$ cat config.mk
export PLATFORM = sky130hd
export DESIGN_NAME = posit8_encoder_pipe
export DESIGN_NICKNAME = d
export VERILOG_FILES = /design/src/rtl/posit8_pkg.sv /design/src/rtl/posit8_round_pack.sv /design/src/rtl/posit8_encoder_pipe.sv
export SDC_FILE = /design/constraint.sdc
export NUM_CORES = 1
export LEC_CHECK = 0
export BUFFER_PORTS_ARGS = -buffer_cell sky130_fd_sc_hd__buf_2
export CORE_MARGIN = 2
export CORE_UTILIZATION = 35
export DETAILED_ROUTE_END_ITERATION = 8
export PLACE_DENSITY = 0.62
export SLEW_MARGIN = 20
export SYNTH_ARGS = -nofsm -noshare
export SYNTH_HDL_FRONTEND = slang
export SYNTH_HIERARCHICAL = 1
export SYNTH_SLANG_ARGS = --single-unit
$ cat constraint.sdc
create_clock -name clk -period 2.05 [get_ports clk]
set_input_delay 0.205 -clock clk [delete_from_list [all_inputs] [get_ports clk]]
set_output_delay 0.205 -clock clk [all_outputs]
set_load 0.005 [all_outputs]
$ cat src/rtl/posit8_pkg.sv
// Shared constants and the stage-1 payload layout for the 8-bit posit (es=0) encoder.
package posit8_pkg;

  localparam int POSIT_N  = 8;
  localparam int EXP_BIAS = 6;
  localparam int EXP_MAX  = 12;

  localparam logic [6:0] MAXPOS_MAG = 7'h7F;
  localparam logic [7:0] NAR_BITS   = 8'h80;
  localparam logic [7:0] ZERO_BITS  = 8'h00;

  // Everything stage 2 needs to finish the encode: the truncated body,
  // the rounding bits below it, and the special-value flags.
  typedef struct packed {
    logic [6:0] body;
    logic       guard;
    logic       sticky;
    logic       sign;
    logic       zero;
    logic       nar;
  } s1_payload_t;

endpackage

$ cat src/rtl/posit8_round_pack.sv
// Combinational round/pack: RNE on the body bit string, saturation at maxpos,
// two's-complement negation and special-value override.
module posit8_round_pack
  import posit8_pkg::*;
#(
  parameter int BODY_W = 7
) (
  input  logic [BODY_W-1:0] body,
  input  logic              guard,
  input  logic              sticky,
  input  logic              sign,
  input  logic              zero,
  input  logic              nar,
  output logic [BODY_W:0]   posit
);

  localparam logic [BODY_W-1:0] MAG_ALL_ONES = {BODY_W{1'b1}};

  logic              up;
  logic [BODY_W-1:0] mag;
  logic [BODY_W:0]   pos_bits;

  // Round to nearest even; an all-ones body is maxpos and must not wrap into NaR.
  always_comb begin
    up       = guard & (sticky | body[0]);
    mag      = body;
    pos_bits = '0;
    posit    = '0;
    if (body != MAG_ALL_ONES) begin
      mag = body + {{(BODY_W-1){1'b0}}, up};
    end
    pos_bits = {1'b0, mag};
    posit    = sign ? (~pos_bits + 1'b1) : pos_bits;
    if (nar) begin
      posit = {1'b1, {BODY_W{1'b0}}};
    end else if (zero) begin
      posit = '0;
    end
  end

endmodule

$ cat src/rtl/posit8_encoder_pipe.sv
// Two-stage posit8 (es=0) encoder. Stage 1 builds the regime/body and the
// rounding bits from the biased exponent; stage 2 rounds, negates and registers
// the final bit string. Valid/ready on both sides, one beat per cycle.
module posit8_encoder_pipe
  import posit8_pkg::*;
#(
  parameter int FRAC_W = 8
) (
  input  logic                 clk,
  input  logic                 rst_n,
  input  logic                 in_valid,
  output logic                 in_ready,
  input  logic                 in_sign,
  input  logic [3:0]           in_exp,
  input  logic [FRAC_W-1:0]    in_frac,
  input  logic                 in_sticky,
  input  logic                 in_zero,
  input  logic                 in_nar,
  output logic                 out_valid,
  input  logic                 out_ready,
  output logic [POSIT_N-1:0]   out_posit
);

  localparam logic [3:0] BIAS4    = 4'(EXP_BIAS);
  localparam logic [3:0] EXP_MAX4 = 4'(EXP_MAX);
  localparam int         PW       = 7 + FRAC_W;

  s1_payload_t        s1_next;
  s1_payload_t        s1_q;
  logic               s1_valid;
  logic               s2_valid;
  logic               s2_advance;
  logic [POSIT_N-1:0] posit_next;
  logic [POSIT_N-1:0] posit_q;

  logic [2:0]         run;
  logic [2:0]         shamt;
  logic [6:0]         regime;
  logic [PW-1:0]      placed;

  assign s2_advance = ~s2_valid | out_ready;
  assign in_ready   = ~s1_valid | s2_advance;
  assign out_valid  = s2_valid;
  assign out_posit  = posit_q;

  // Stage 1: place the fraction just below the regime, OR the regime pattern
  // on top, then split into 7-bit body, guard and sticky.
  // Positive scale: (s+1) ones then a zero, shift = 11 - exp.
  // Negative scale: (-s) zeros then a one, shift = exp.
  always_comb begin
    run     = '0;
    shamt   = '0;
    regime  = '0;
    placed  = '0;
    s1_next = '0;
    if (in_exp >= BIAS4) begin
      run    = 3'(in_exp - 4'd5);
      shamt  = 3'(4'd11 - in_exp);
      regime = ~(7'h7F >> run);
    end else begin
      run    = 3'(BIAS4 - in_exp);
      shamt  = 3'(in_exp);
      regime = 7'h40 >> run;
    end
    placed         = {7'b0, in_frac} << shamt;
    s1_next.body   = placed[PW-1 -: 7] | regime;
    s1_next.guard  = placed[FRAC_W-1];
    s1_next.sticky = (|placed[FRAC_W-2:0]) | in_sticky;
    if (in_exp >= EXP_MAX4) begin
      s1_next.body   = MAXPOS_MAG;
      s1_next.guard  = 1'b0;
      s1_next.sticky = 1'b0;
    end
    s1_next.sign = in_sign;
    s1_next.zero = in_zero;
    s1_next.nar  = in_nar;
  end

  // Stage 1 register: accepts a beat whenever it is empty or draining into stage 2.
  always_ff @(posedge clk or negedge rst_n) begin
    if (!rst_n) begin
      s1_valid <= 1'b0;
      s1_q     <= '0;
    end else if (in_ready) begin
      s1_valid <= in_valid;
      if (in_valid) begin
        s1_q <= s1_next;
      end
    end
  end

  posit8_round_pack #(
    .BODY_W (7)
  ) u_round_pack (
    .body   (s1_q.body),
    .guard  (s1_q.guard),
    .sticky (s1_q.sticky),
    .sign   (s1_q.sign),
    .zero   (s1_q.zero),
    .nar    (s1_q.nar),
    .posit  (posit_next)
  );

  // Stage 2 register: holds the output beat stable while downstream stalls.
  always_ff @(posedge clk or negedge rst_n) begin
    if (!rst_n) begin
      s2_valid <= 1'b0;
      posit_q  <= ZERO_BITS;
    end else if (s2_advance) begin
      s2_valid <= s1_valid;
      if (s1_valid) begin
        posit_q <= posit_next;
      end
    end
  end

endmodule

=== Word level (Yosys, flattened, before mapping) ===
Index checks and enable logic that the tools add are counted.

* Bits in registers: 22
* Input port bits: 20
* Output and inout bits: 10
* Logic and storage cells: 40

* Add/subtract/negate cells: 5
* Order comparisons: 2
* Eq/ne operators: 1
* Shift-type cells: 3
* Multiplexer cells: 7
* Bitwise logic cells: 10
* Reductions and logical operators: 3

{| class="wikitable"
|+ Operator list
! operator !! count
|-
| $mux 8 || 3
|-
| $shl 8x3->15 || 1
|-
| $mux 7 || 2
|-
| $shr 7x3->7 const A || 2
|-
| $mux 9 || 1
|-
| $add 8x1->8 const B || 1
|-
| $not 7->8 || 1
|-
| $add 7x1->7 || 1
|-
| $ne 7x7->1 const B || 1
|-
| $not 7->7 || 1
|-
| $or 7x7->7 || 1
|-
| $reduce_or 7->1 || 1
|-
| $ge 4x3->1 const B || 1
|-
| $ge 4x4->1 const B || 1
|-
| $or 1x1->1 || 4
|-
| $reduce_and 2->1 || 2
|-
| $mux 3 || 1
|-
| $sub 2x3->3 const A || 1
|-
| $sub 3x3->3 const A || 1
|-
| $sub 3x3->3 const B || 1
|-
| $not 1->1 || 2
|-
| $and 1x1->1 || 1
|}

=== Longest topological paths before layout ===
* Depth after elaboration: 9
* Mapped depth: 10
* Depth with buffers taken out: 10

=== Cells and area by module ===
The synthesis kept the hierarchy.

{| class="wikitable"
|+ Modules (own cells, without submodules)
! module !! times used !! cells each !! area each (um^2) !! seq. area each (um^2)
|-
| posit8_encoder_pipe || 1 || 162 || 1,594.0 || 550.5
|-
| posit8_round_pack || 1 || 68 || 456.7 || 0.0
|}

=== Worst setup path before layout ===
Ideal clock, no wire load.

* Path kind: register to register
* From: register s1_q[5] (netlist name)
* To: register posit_q[3] (netlist: out_posit[3])
* Library setup time: 125 ps
* Arrival: 2,071 ps
* Data required time: 1,925 ps
* Setup slack: -146 ps
* Cell stages (with the launch flop): 9
* Path buffers: 0
* Clock period less this slack: 2,196 ps
* Cell sequence: dfrtp_1 > o21a_1 > ha_1 > xor2_1 > or2_2 > o311ai_0 > a21oi_1 > o21a_1 > mux2_2

* Word-level cells in the longest chain between the ends: 9
* Elaborated cells between the ends (all ways): 10
* Classes of those cells: add/sub (2); eq/ne (1); mux (4); bitwise (3)

{| class="wikitable"
|+ RTL lines
! element !! RTL line !! source
|-
| from (decl) || posit8_encoder_pipe.sv:29 || <nowiki>s1_payload_t s1_q;</nowiki>
|-
| from (signal assigned) || posit8_encoder_pipe.sv:87 || <nowiki>s1_q <= s1_next;</nowiki>
|-
| $or 1x1->1 || posit8_round_pack.sv:25 || <nowiki>up = guard & (sticky | body[0]);</nowiki>
|-
| $and 1x1->1 || posit8_round_pack.sv:25 ||
|-
| $add 7x1->7 || posit8_round_pack.sv:30 || <nowiki>mag = body + {{(BODY_W-1){1'b0}}, up};</nowiki>
|-
| $mux 7 (*) || posit8_round_pack.sv:29 || <nowiki>if (body != MAG_ALL_ONES) begin</nowiki>
|-
| $not 7->8 || posit8_round_pack.sv:33 || <nowiki>posit = sign ? (~pos_bits + 1'b1) : pos_bits;</nowiki>
|-
| $add 8x1->8 || posit8_round_pack.sv:33 ||
|-
| $mux 8 (*) || posit8_round_pack.sv:33 ||
|-
| $mux 8 (*) || posit8_round_pack.sv:36 || <nowiki>end else if (zero) begin</nowiki>
|-
| $mux 8 (*) || posit8_round_pack.sv:34 || <nowiki>if (nar) begin</nowiki>
|-
| via posit_next[3] || posit8_encoder_pipe.sv:33 || <nowiki>logic [POSIT_N-1:0] posit_next;</nowiki>
|-
| to (signal assigned) || posit8_encoder_pipe.sv:112 || <nowiki>posit_q <= posit_next;</nowiki>
|-
| to (decl) || posit8_encoder_pipe.sv:34 || <nowiki>logic [POSIT_N-1:0] posit_q;</nowiki>
|}

The timed path passes the listed nets; every way through them passes the cells marked *.
A chain may end at the register's enable or synchronous reset.

=== Worst setup path after layout ===
* From: register s1_q[5] (netlist name)
* To: register posit_q[4] (netlist: out_posit[4])

The elaborated chain is that of the path after synthesis.

==> flow_summary.ini <==
[outcome]
outcome = finished, violations left
violations = setup timing

[routing]
drc = 0
dr.pass1.iters = 4
drt_iter0_drc = 149
dr_total_vias = 1833
vias_per_cell = 5.39
drt-total-wl_um = 4880
drt-wirelength-per-cell_um = 14.3
drtAntennaViolNets = 0

[sta]
hold_viol_final = 0
fin_worst_skew_ns = 0.00177
period_needed_ns = 2.14
fmax_mhz = 467
worstMarginPinSlew_ns = 0.532
fin_ws_ns = -0.0908
period_share_pct = 104
maxSlewHeadroom_pct = 64.4
rsz0062_at_grt = true
maxSlewViolCount = 0
setup_violations = 6

[yosys]
async_flop_share_pct = 100
synth.ff_latch_count = 22
synth_edf_count = 0
synth-seq-area-share_pct = 26.8
yosys.area.top_type_share_pct = 26.8
yosys_warnings = 6
syn_inst = 230
synth_area_leaders = dfrtp_1 27%, mux2_2 8.8%, ha_1 6.1%
synth_area_um2 = 2050
ys.flop_type = dfrtp_1
synthDistinctLibCells = 66
syn_nets = 260
avgSynthCellArea_um2 = 8.92
synth.largest_area_cell = dfrtp_1

[cts]
clk_latency_ns = 0.27
clock-sinks = 22
cts_buffer_depth = 2
cts-root-buf = clkbuf_8
cts_made_buffers = 3
cts_max_level = 1
path_clk_slew_ns = 0.08
tritoncts = yes

[layout]
mostFrequentLayoutCells = 29 x buf_2, 20 x dfrtp_1, 19 x nand2_1, 18 x nor2_1, 17 x buf_4
synthToLayoutAreaGrowth_pct = 25.2
finish.utilization_pct = 46.1
final_common_cell = buf_2
nNetsFinal = 299
antennaDiodeCount = 0
layout-drive-gt1-share_pct = 37.3

[pwr]
power_frac_seq_pct = 33.2
pwr-share-comb_pct = 44.0
switching_share_pct = 34.8
ir_worst_vdd_uv = 526
clockPowerShare_pct = 22.8
cell_internal_pwr_mw = 1.19
switchingPower_uw = 637
p_per_area_nw_per_um2 = 712
power_leakage_nw = 1.08
total_power_mw = 1.83

[place]
place_hpwl_um = 3620
numPortBuffers = 29
place.gp.congestion = 0.813

[critical_path]
critical_path_class = reg2reg
cp_max_fo = 5
crit_start = s1_q[5]
cp.arrival_ns = 2.30
required_ns = 2.21
r2r_start = s1_q[5]
rrSetupSlack_ns = -0.09
cp-endpoint = out_posit[4]
critPathLaunchType = flip-flop
endpoint_kind = flip-flop
crit_path_cell_trace = o21a_4 > ha_4 > nand3b_1 > o211ai_1 > buf_4 > o31ai_4 > xor2_1 > nor3_1 > mux2_2
cp_slowest_cell = dfrtp_1
max_stage_delay_ns = 0.39
r2r_cells = 9
r2r-end = out_posit[4]

[global_routing]
grt_pass1_wl_um = 8050
grt-ovfl-total = 0
first_global_vias = 1647
grt_max_degree = 23
grt.total_usage_pct = 15.6
antenna_found_initial = 0

[die]
coreArea_um2 = 5570
dieArea_um2 = 6490
start_util_pct = 36.8
ioPinCount = 30
die_height_um = 80.5
rows = 27
die-width_um = 80.5

[min_path]
hp-class = in2reg

[run]
maxCapViolations = 0
## cell families after synthesis
| logic type | synth area share, % |
|---|---|
| simple gates | 20.4 |
| compound gates | 23.6 |
| mux | 12.8 |
| buf+inv | 5.98 |
| flops | 26.8 |
| fa+ha+maj | 6.10 |
| xor+xnor | 4.21 |
## per-stage QoR
| stage | worst slack, ns | instances | setup TNS, ns | instance area, um2 | hold slack (ns) |
|---|---|---|---|---|---|
| after global routing | -0.217 | 340 | -1.07 | 2570 | 0.148 |
| after global placement | -0.105 | 333 | -0.222 | 2350 | 0.212 |
| after floorplan | -0.0282 | 230 | -0.0718 | 2060 | -0.0906 |
| after CTS | -0.102 | 338 | -0.339 | 2460 | 0.142 |
| after detailed placement | -0.120 | 333 | -0.363 | 2350 | 0.208 |
| final | -0.0908 | 340 | -0.418 | 2570 | 0.147 |
## flip-flops by register name, summed over array words and instances (netlist names)
register,flops
s1_q,12
out_posit,8
out_valid,1
s1_valid,1
## critical path, delay by kind of cell (launching register included)
family	cells	cell delay, ns
compound gates	3	0.67
xor+xnor	1	0.17
fa+ha+maj	1	0.18
buf+inv	1	0.23
flops	1	0.39
mux	1	0.26
simple gates	2	0.14
## worst min path at each step
| stage | from | end | slack, ns | cells after the start |
|---|---|---|---|---|
| 2_1_floorplan | rst_n | out_posit[0] | -0.09 | 0 |
| 3_3_place_gp | rst_n | s1_q[6] | 0.21 | 1 |
| 3_5_place_dp | rst_n | out_posit[1] | 0.21 | 1 |
| 4_1_cts | in_valid | s1_valid | 0.14 | 2 |
| 5_1_grt | in_valid | s1_valid | 0.15 | 2 |
| 6_report | in_valid | s1_valid | 0.15 | 2 |
## repair_timing
action / 4_1_cts / 5_1_grt
gates resized for setup: 5 / 19
hold endpoints to repair: 22 / 0
endpoints found under the setup margin: 6 / 7
hold buffers: 1 / 0
buffers inserted: 0 / 2
pin swaps: 1 / 14
## metal layers
| layer | vias to the layer above | wire length (um) | global-route usage, % |
|---|---|---|---|
| met3 | 5 | 141 | 2.58 |
| met2 | 27 | 2340 | 23.9 |
| li1 | 937 | - | - |
| met4 | 0 | 47 | 3.05 |
| met1 | 864 | 2350 | 22.9 |
| met5 | - | 0 | 0 |
## cell usage after synthesis (all sizes together), types with 3 or more instances
cell type  count
xor2           4
nor2b          4
buf           11
nor3           6
mux2i          6
nor2          20
o31ai          4
nand2         19
nand3          5
clkbuf         4
a21o           4
nand2b         7
dfrtp         22
mux2          16
xnor2          5
a21oi          9
ha            10
and2           4
a221oi         3
inv            7
o21ai         10
nand3b         4
## final cells by class
cell class              count  area (um2)
well taps                  72        90.1
multi-input cells         186        1500
repair buffers             49         323
inverters                   7        26.3
flip-flops and latches     22         553
clock inverters             1        30.0
fillers                   565        3010
clock buffers               3        41.3
## power groups by stage
stage / sequential (mW) / combinational, mW / clock, mW
2_1_floorplan: 0.581 / 0.492 / 0
3_3_place_gp: 0.601 / 0.694 / 0
3_5_place_dp: 0.607 / 0.695 / 0
4_1_cts: 0.600 / 0.716 / 0.428
5_1_grt: 0.625 / 0.894 / 0.442
6_report: 0.607 / 0.804 / 0.417
Power figures use the tool's default switching activity.
